==> src/rtl/ps2_host_tx.sv <==
// PS/2 host-to-device transmitter: inhibits the bus, issues a request-to-send,
// shifts one command byte out on device-generated clock falls, then checks
// the device acknowledge and waits for the bus to return to idle.
module ps2_host_tx #(
  parameter int INHIBIT_CYCLES = 5000,
  parameter int TIMEOUT_CYCLES = 750000
) (
  input  logic       clk,
  input  logic       rst_n,
  input  logic [7:0] tx_data,
  input  logic       tx_valid,
  output logic       tx_ready,
  output logic       tx_done,
  output logic       tx_err,
  output logic       busy,
  input  logic       ps2_clk_in,
  input  logic       ps2_dat_in,
  output logic       ps2_clk_oe,
  output logic       ps2_dat_oe
);

  typedef enum logic [2:0] {
    S_IDLE,
    S_INHIBIT,
    S_REQ,
    S_SEND,
    S_ACK,
    S_WAIT_IDLE
  } state_e;

  localparam logic [19:0] INHIBIT_LAST  = 20'(INHIBIT_CYCLES - 1);
  localparam logic [19:0] TIMEOUT_LIMIT = 20'(TIMEOUT_CYCLES);

  state_e      state_q, state_d;
  logic [9:0]  frame_q, frame_d;    // {stop, parity, data[7:0]}
  logic [3:0]  bitcnt_q, bitcnt_d;
  logic [19:0] timer_q, timer_d;    // inhibit timer, then frame timeout
  logic        dat_oe_q, dat_oe_d;
  logic [2:0]  clk_sync_q, clk_sync_d;  // [0]=sync1, [1]=sync2, [2]=sync3
  logic [2:0] dat_sync_q, dat_sync_d;
  logic        clk_fall;
  logic        timeout;

  // Shift the raw pins through the synchronizer chain.
  always_comb begin
    clk_sync_d = {clk_sync_q[1:0], ps2_clk_in};
    dat_sync_d = {dat_sync_q[1:0], ps2_dat_in};
  end

  assign clk_fall = clk_sync_q[2] & ~clk_sync_q[1];
  assign timeout  = (state_q == S_SEND || state_q == S_ACK || state_q == S_WAIT_IDLE)
                    && (timer_q == TIMEOUT_LIMIT);

  // Next-state, datapath updates and one-cycle result pulses.
  always_comb begin
    // NOTE: every signal gets a default before the case so no path leaves it
    // unassigned; otherwise synthesis infers a latch to hold the old value.
    state_d  = state_q;
    frame_d  = frame_q;
    bitcnt_d = bitcnt_q;
    timer_d  = timer_q;
    dat_oe_d = dat_oe_q;
    tx_done  = 1'b0;
    tx_err   = 1'b0;

    unique case (state_q)
      S_IDLE: begin
        if (tx_valid) begin
          frame_d  = {1'b1, ~^tx_data, tx_data};
          bitcnt_d = 4'd0;
          timer_d  = 20'd0;
          state_d  = S_INHIBIT;
        end
      end
      S_INHIBIT: begin
        if (timer_q == INHIBIT_LAST) begin
          dat_oe_d = 1'b1;  // start bit: data low while clock still held
          state_d  = S_REQ;
        end else begin
          timer_d = timer_q + 20'd1;
        end
      end
      S_REQ: begin
        timer_d = 20'd0;
        state_d = S_SEND;
      end
      S_SEND: begin
        if (timeout) begin
          dat_oe_d = 1'b0;
          tx_err   = 1'b1;
          state_d  = S_IDLE;
        end else begin
          timer_d = timer_q + 20'd1;
          if (clk_fall) begin
            dat_oe_d = ~frame_q[bitcnt_q];
            bitcnt_d = bitcnt_q + 4'd1;
            if (bitcnt_q == 4'd9) state_d = S_ACK;
          end
        end
      end
      S_ACK: begin
        if (timeout) begin
          dat_oe_d = 1'b0;
          tx_err   = 1'b1;
          state_d  = S_IDLE;
        end else begin
          timer_d = timer_q + 20'd1;
          if (clk_fall) begin
            if (dat_sync_q[1]) begin
              tx_err  = 1'b1;
              state_d = S_IDLE;
            end else begin
              state_d = S_WAIT_IDLE;
            end
          end
        end
      end
      S_WAIT_IDLE: begin
        if (timeout) begin
          dat_oe_d = 1'b0;
          tx_err   = 1'b1;
          state_d  = S_IDLE;
        end else begin
          timer_d = timer_q + 20'd1;
          if (clk_sync_q[1] && dat_sync_q[1]) begin
            tx_done = 1'b1;
            state_d = S_IDLE;
          end
        end
      end
      default: state_d = S_IDLE;
    endcase
  end

  // State and datapath registers with synchronous active-low reset.
  always_ff @(posedge clk) begin
    // NOTE: sequential state uses non-blocking assignments so every flop
    // samples its pre-edge inputs regardless of statement order.
    if (!rst_n) begin
      state_q    <= S_IDLE;
      frame_q    <= '0;
      bitcnt_q   <= '0;
      timer_q    <= '0;
      dat_oe_q   <= 1'b0;
      // Idle bus level, so leaving reset never fabricates a clock fall.
      clk_sync_q <= 3'b111;
      dat_sync_q <= 3'b111;
    end else begin
      state_q    <= state_d;
      frame_q    <= frame_d;
      bitcnt_q   <= bitcnt_d;
      timer_q    <= timer_d;
      dat_oe_q   <= dat_oe_d;
      clk_sync_q <= clk_sync_d;
      dat_sync_q <= dat_sync_d;
    end
  end

  assign tx_ready   = (state_q == S_IDLE);
  assign busy       = (state_q != S_IDLE);
  assign ps2_clk_oe = (state_q == S_INHIBIT) || (state_q == S_REQ);
  assign ps2_dat_oe = dat_oe_q;

endmodule
==> config.mk <==
export PLATFORM = sky130hd
export DESIGN_NAME = ps2_host_tx
export DESIGN_NICKNAME = d
export VERILOG_FILES = /design/src/rtl/ps2_host_tx.sv
export SDC_FILE = /design/constraint.sdc
export NUM_CORES = 1
export LEC_CHECK = 0
export CORE_UTILIZATION = 62
export DETAILED_ROUTE_END_ITERATION = 10
export PLACE_DENSITY = 0.84
export SLEW_MARGIN = 20
export SYNTH_ARGS = -nofsm -noshare
export SYNTH_HDL_FRONTEND = slang
export SYNTH_SLANG_ARGS = --single-unit
==> constraint.sdc <==
create_clock -name clk -period 4.55 [get_ports clk]
set_input_delay 0.91 -clock clk [delete_from_list [all_inputs] [get_ports clk]]
set_output_delay 0.91 -clock clk [all_outputs]
set_load 0.01 [all_outputs]
After elaboration in Yosys (flattened, before gate mapping)
Cells that the tools add are included.
Storage, ports and cells
  word-level logic and storage cells: 85
  output and inout port bits: 6
  flip-flop bits (word level): 43
Cells by class
  reductions and logical operators: 19
  add/subtract/negate cells: 2
  order comparisons: 1
  muxes and demuxes: 34
  bitwise gates (word level): 3
  equal/unequal tests: 19
Operators by type and width (count)
  20-bit one-hot mux with 4 select lines: 1
  20-bit two-way mux: 3
  3-bit two-way mux: 10
  20-bit by 1-bit adder with 20-bit output (second input constant): 1
  20-bit by 13-bit == test with 1-bit output (second input constant): 1
  20-bit == test (second input constant): 1
  3-bit one-hot mux with 6 select lines: 1
  1-bit two-way mux: 12
  4-bit two-way mux: 3
  2-bit != test (second input constant): 6
  4-bit AND reduction: 3
  4-bit one-hot mux with 2 select lines: 1
  8-bit XNOR reduction: 1
  3-bit by 2-bit == test with 1-bit output (second input constant): 2
  3-bit == test (second input constant): 2
  3-bit by 2-bit != test with 1-bit output (second input constant): 2
  3-bit != test (second input constant): 2
  6-bit AND reduction: 1
  3-bit nonzero test: 2
  4-bit by 5-bit < comparator with 1-bit output (second input constant): 1
  4-bit by 1-bit adder with 4-bit output (second input constant): 1
  1-bit binary-select mux with 4-bit select: 1
  4-bit == test (second input constant): 1
  4-bit nonzero test: 1
  other kinds (13): 18

Logic depth before layout (Yosys ltp)
  word-level depth: 6
  gate-level depth with buffers: 8
  mapped depth without buffers: 8

Least setup slack after synthesis
No wires, ideal clock.
  path kind: register to output
  start point: register timer_q[6]
  end point: output tx_err
  arrival time: 1.421 ns
  buffers on the path: 0
  slack: 2.219 ns
  stages on the path, launching flop included: 6
  cells stage by stage: dfxtp_1 -> nor4_2 -> nand3_1 -> nor2_1 -> a21oi_1 -> a21oi_1
Between the ends
  word-level cells in the longest chain between the ends: 4
  elaborated cells on any way between the ends: 5
RTL lines
  from (decl): line 37  | logic [19:0] timer_q, timer_d;
  from (signal assigned): line 152  | timer_q <= timer_d;
  20-bit == test (*): line 52  | && (timer_q == TIMEOUT_LIMIT);
  1-bit logical AND (*): line 52
  1-bit two-way mux (on tied branches): line 88, 119, 102
  1-bit one-hot mux with 2 select lines (*): line 66  | unique case (state_q)
  to (decl): line 14  | output logic tx_err,
Mark *: on every way between the ends. The rest lies on a longest branch, timed or not.

Worst setup path after layout
Ends and elaborated chain as after synthesis.

==> impl_metrics.tcl <==
set metrics [dict create \
    preCtsSetupSlack_ps 1560 \
    gp_congestion 0.938 \
    power.total_mw 1.13 \
    grt_pass1_wl_mm 8.64 \
    critPathMostFrequentCell "a21oi_1" \
    drt_iter0_markers 160 \
    worstPathCellList "nor4_2, nand3_1, nor2_1, a21oi_1, a21oi_1, clkdlybuf4s50_1" \
    rr_startpoint "state_q[1]" \
    port_buffers 18 \
    synth_cells 286 \
    critPathMaxFanout 7 \
    cts_tree "yes" \
    num_vias 2066 \
    fin_ws_ps 1220 \
    syn_avg_cell_area_um2 8.28 \
    synth_area_um2 2370 \
    ioPinCount 19 \
    worstPathRequired_ps 3640 \
    synth_enable_flop_cells 0 \
    max_stage_delay_ps 540 \
    post_cts_resized 0 \
    syn_nets 303 \
    vdd_ir_drop_max_uv 324 \
    initial_utilization 0.647 \
    min_to "clk_sync_q[1]" \
    grt_setup_unrepaired "false" \
    timing.final.crit_share 0.733 \
    setup_viol 0 \
    worstHoldPathCells 1 \
    grtUsageTotal 0.277 \
    area_growth_pct 14.8 \
    cts_root_buffer "clkbuf_8" \
    diodes 0 \
    grt_pass1_vias 1885 \
    worst_pin_slew_ps 695 \
    synth.top_cell.area_share 0.363 \
    setup_tns_ps 0 \
    worstHoldPathType "flop to flop" \
    yosysUniqueCellTypes 54 \
    hold_violations 0 \
    r2r_setup_slack_ps 2180 \
    hold_start "clk_sync_q[0]" \
    fillers 287 \
    cp_top_family "simple AND/OR/NAND/NOR gates" \
    p_leak_nw 0.887 \
    reg2reg_depth 6 \
    cts.htree.levels 2 \
    grt_max_degree 27 \
    route.detailed.drc 0 \
    ys_ff_latch 43 \
    postCtsSetupBuffers 0 \
    timing.rr.end "timer_q[18]" \
    core-area_um2 3660 \
    clk_latency_ps 300 \
    nNetsFinal 319 \
    fp.dieW_um 63.8 \
    dieArea_um2 4070 \
    dp_hpwl_mm 3.60 \
    finalMaxSlewViolations 0 \
    max_freq_mhz 300 \
    overflow 0 \
    std_cell_rows 22 \
    cp_data_arrival_time_ps 2420 \
    status "finished clean" \
    synthArstFlopShare 0 \
    yosys.area.top_type "dfxtp_1" \
    synthTopCellsByCount "43 x dfxtp_1, 40 x nand2_1, 27 x nor2_1, 21 x xnor2_1, 12 x nor3_1" \
    layout-drive-gt1-share 0.0726 \
    synthFlopType "dfxtp_1" \
    synth_seq_area_share 0.363 \
    antenna_found_initial 0 \
    path_buf_inv 1 \
    cp_slowest_cell "clkdlybuf4s50_1" \
    fin_crit_ps 3330 \
    drv_cap 0 \
    clk_pin_slew_ps 80 \
    die_h_um 63.8 \
    vias_per_cell 5.89 \
    finClkSkew_ps 9.07 \
    clk_path_buf_depth 2 \
    pwr_density_cell_nw_per_um2 416 \
    cp-end-kind "primary output" \
    relSlewSlack 0.533 \
    clock-sinks 43 \
    drt_pre_antenna_iters 4 \
    yosysMostFrequentCell "dfxtp_1" \
    numCtsBuffers 5 \
    ys_warn_count 0 \
    synth_area_leaders "dfxtp_1 36%, xnor2_1 7.8%, nand2_1 6.3%" \
    wl_mm 5.20 \
    routedWlPerCell_um 14.8 \
    path_class "flop to primary output" \
    start_kind "flop" \
    hold_buffers 0 \
    ant_nets 0 \
    timing.hold.ws_ps 427 \
]
## power breakdown
part           switching, mW  internal, mW
Clock                  0.137         0.219
Combinational          0.170         0.141
Sequential            0.0518         0.411
Total                  0.359         0.771
## cells in the final DEF (no fill, tap or decap), types with 7 or more instances in the layout
master / instances
nor3_1: 12
and2_1: 9
nand2b_1: 8
mux2i_1: 7
nand2_1: 40
dfxtp_1: 43
inv_1: 9
nand3_1: 10
nor2_1: 27
a21boi_0: 8
clkdlybuf4s50_1: 18
xnor2_1: 21
a21oi_1: 7
## sequential cells by signal (all words and copies together), names as in the netlist
| signal | count |
|---|---|
| frame_q | 10 |
| state_q | 3 |
| dat_sync_q | 2 |
| bitcnt_q | 4 |
| ps2_dat_oe | 1 |
| timer_q | 20 |
| clk_sync_q | 3 |
## stage by stage
stage                util  std cells  cell area (µm²)
floorplan               -        286             2370
global placement    0.705        343             2580
detailed placement  0.705        343             2580
CTS                 0.743        351             2720
global route        0.743        351             2720
finish              0.743        351             2720
## final cells by class
| cell class | instances | area, µm² | area share |
|---|---|---|---|
| Clock inverter | 3 | 67.6 | 0.0249 |
| Timing Repair Buffer | 20 | 195 | 0.0718 |
| Multi-Input combinational cell | 223 | 1430 | 0.527 |
| Inverter | 9 | 33.8 | 0.0124 |
| Clock buffer | 5 | 68.8 | 0.0253 |
| Sequential cell | 43 | 861 | 0.317 |
| Tap cell | 48 | 60.1 | 0.0221 |
## worst max path at each step
stage / startpoint / endpoint / cells past startpoint
finish: timer_q[6] / tx_err / 6
global placement: timer_q[6] / tx_err / 6
CTS: timer_q[6] / tx_err / 6
floorplan: timer_q[6] / tx_err / 5
global route: timer_q[6] / tx_err / 6
detailed placement: timer_q[6] / tx_err / 6
## routing by layer
layer | up-vias | global-route usage | wire [µm]
li1 | 1032 | - | -
met1 | 968 | 0.334 | 2280
met2 | 57 | 0.480 | 2620
met3 | 9 | 0.0554 | 219
met4 | 0 | 0.111 | 82
met5 | - | 0 | 0
## logic make-up (layout without fill, tap and decap cells)
logic type      count (synthesis)  after routing  share of synthesized area
simple gates                  149            149                      0.336
flops                          43             43                      0.363
compound gates                 37             37                      0.108
xor+xnor                       24             24                     0.0888
buf+inv                        20             37                     0.0338
mux                             9              9                     0.0486
fa+ha+maj                       4              4                     0.0211
No activity file was read; power rests on OpenSTA's default activity.
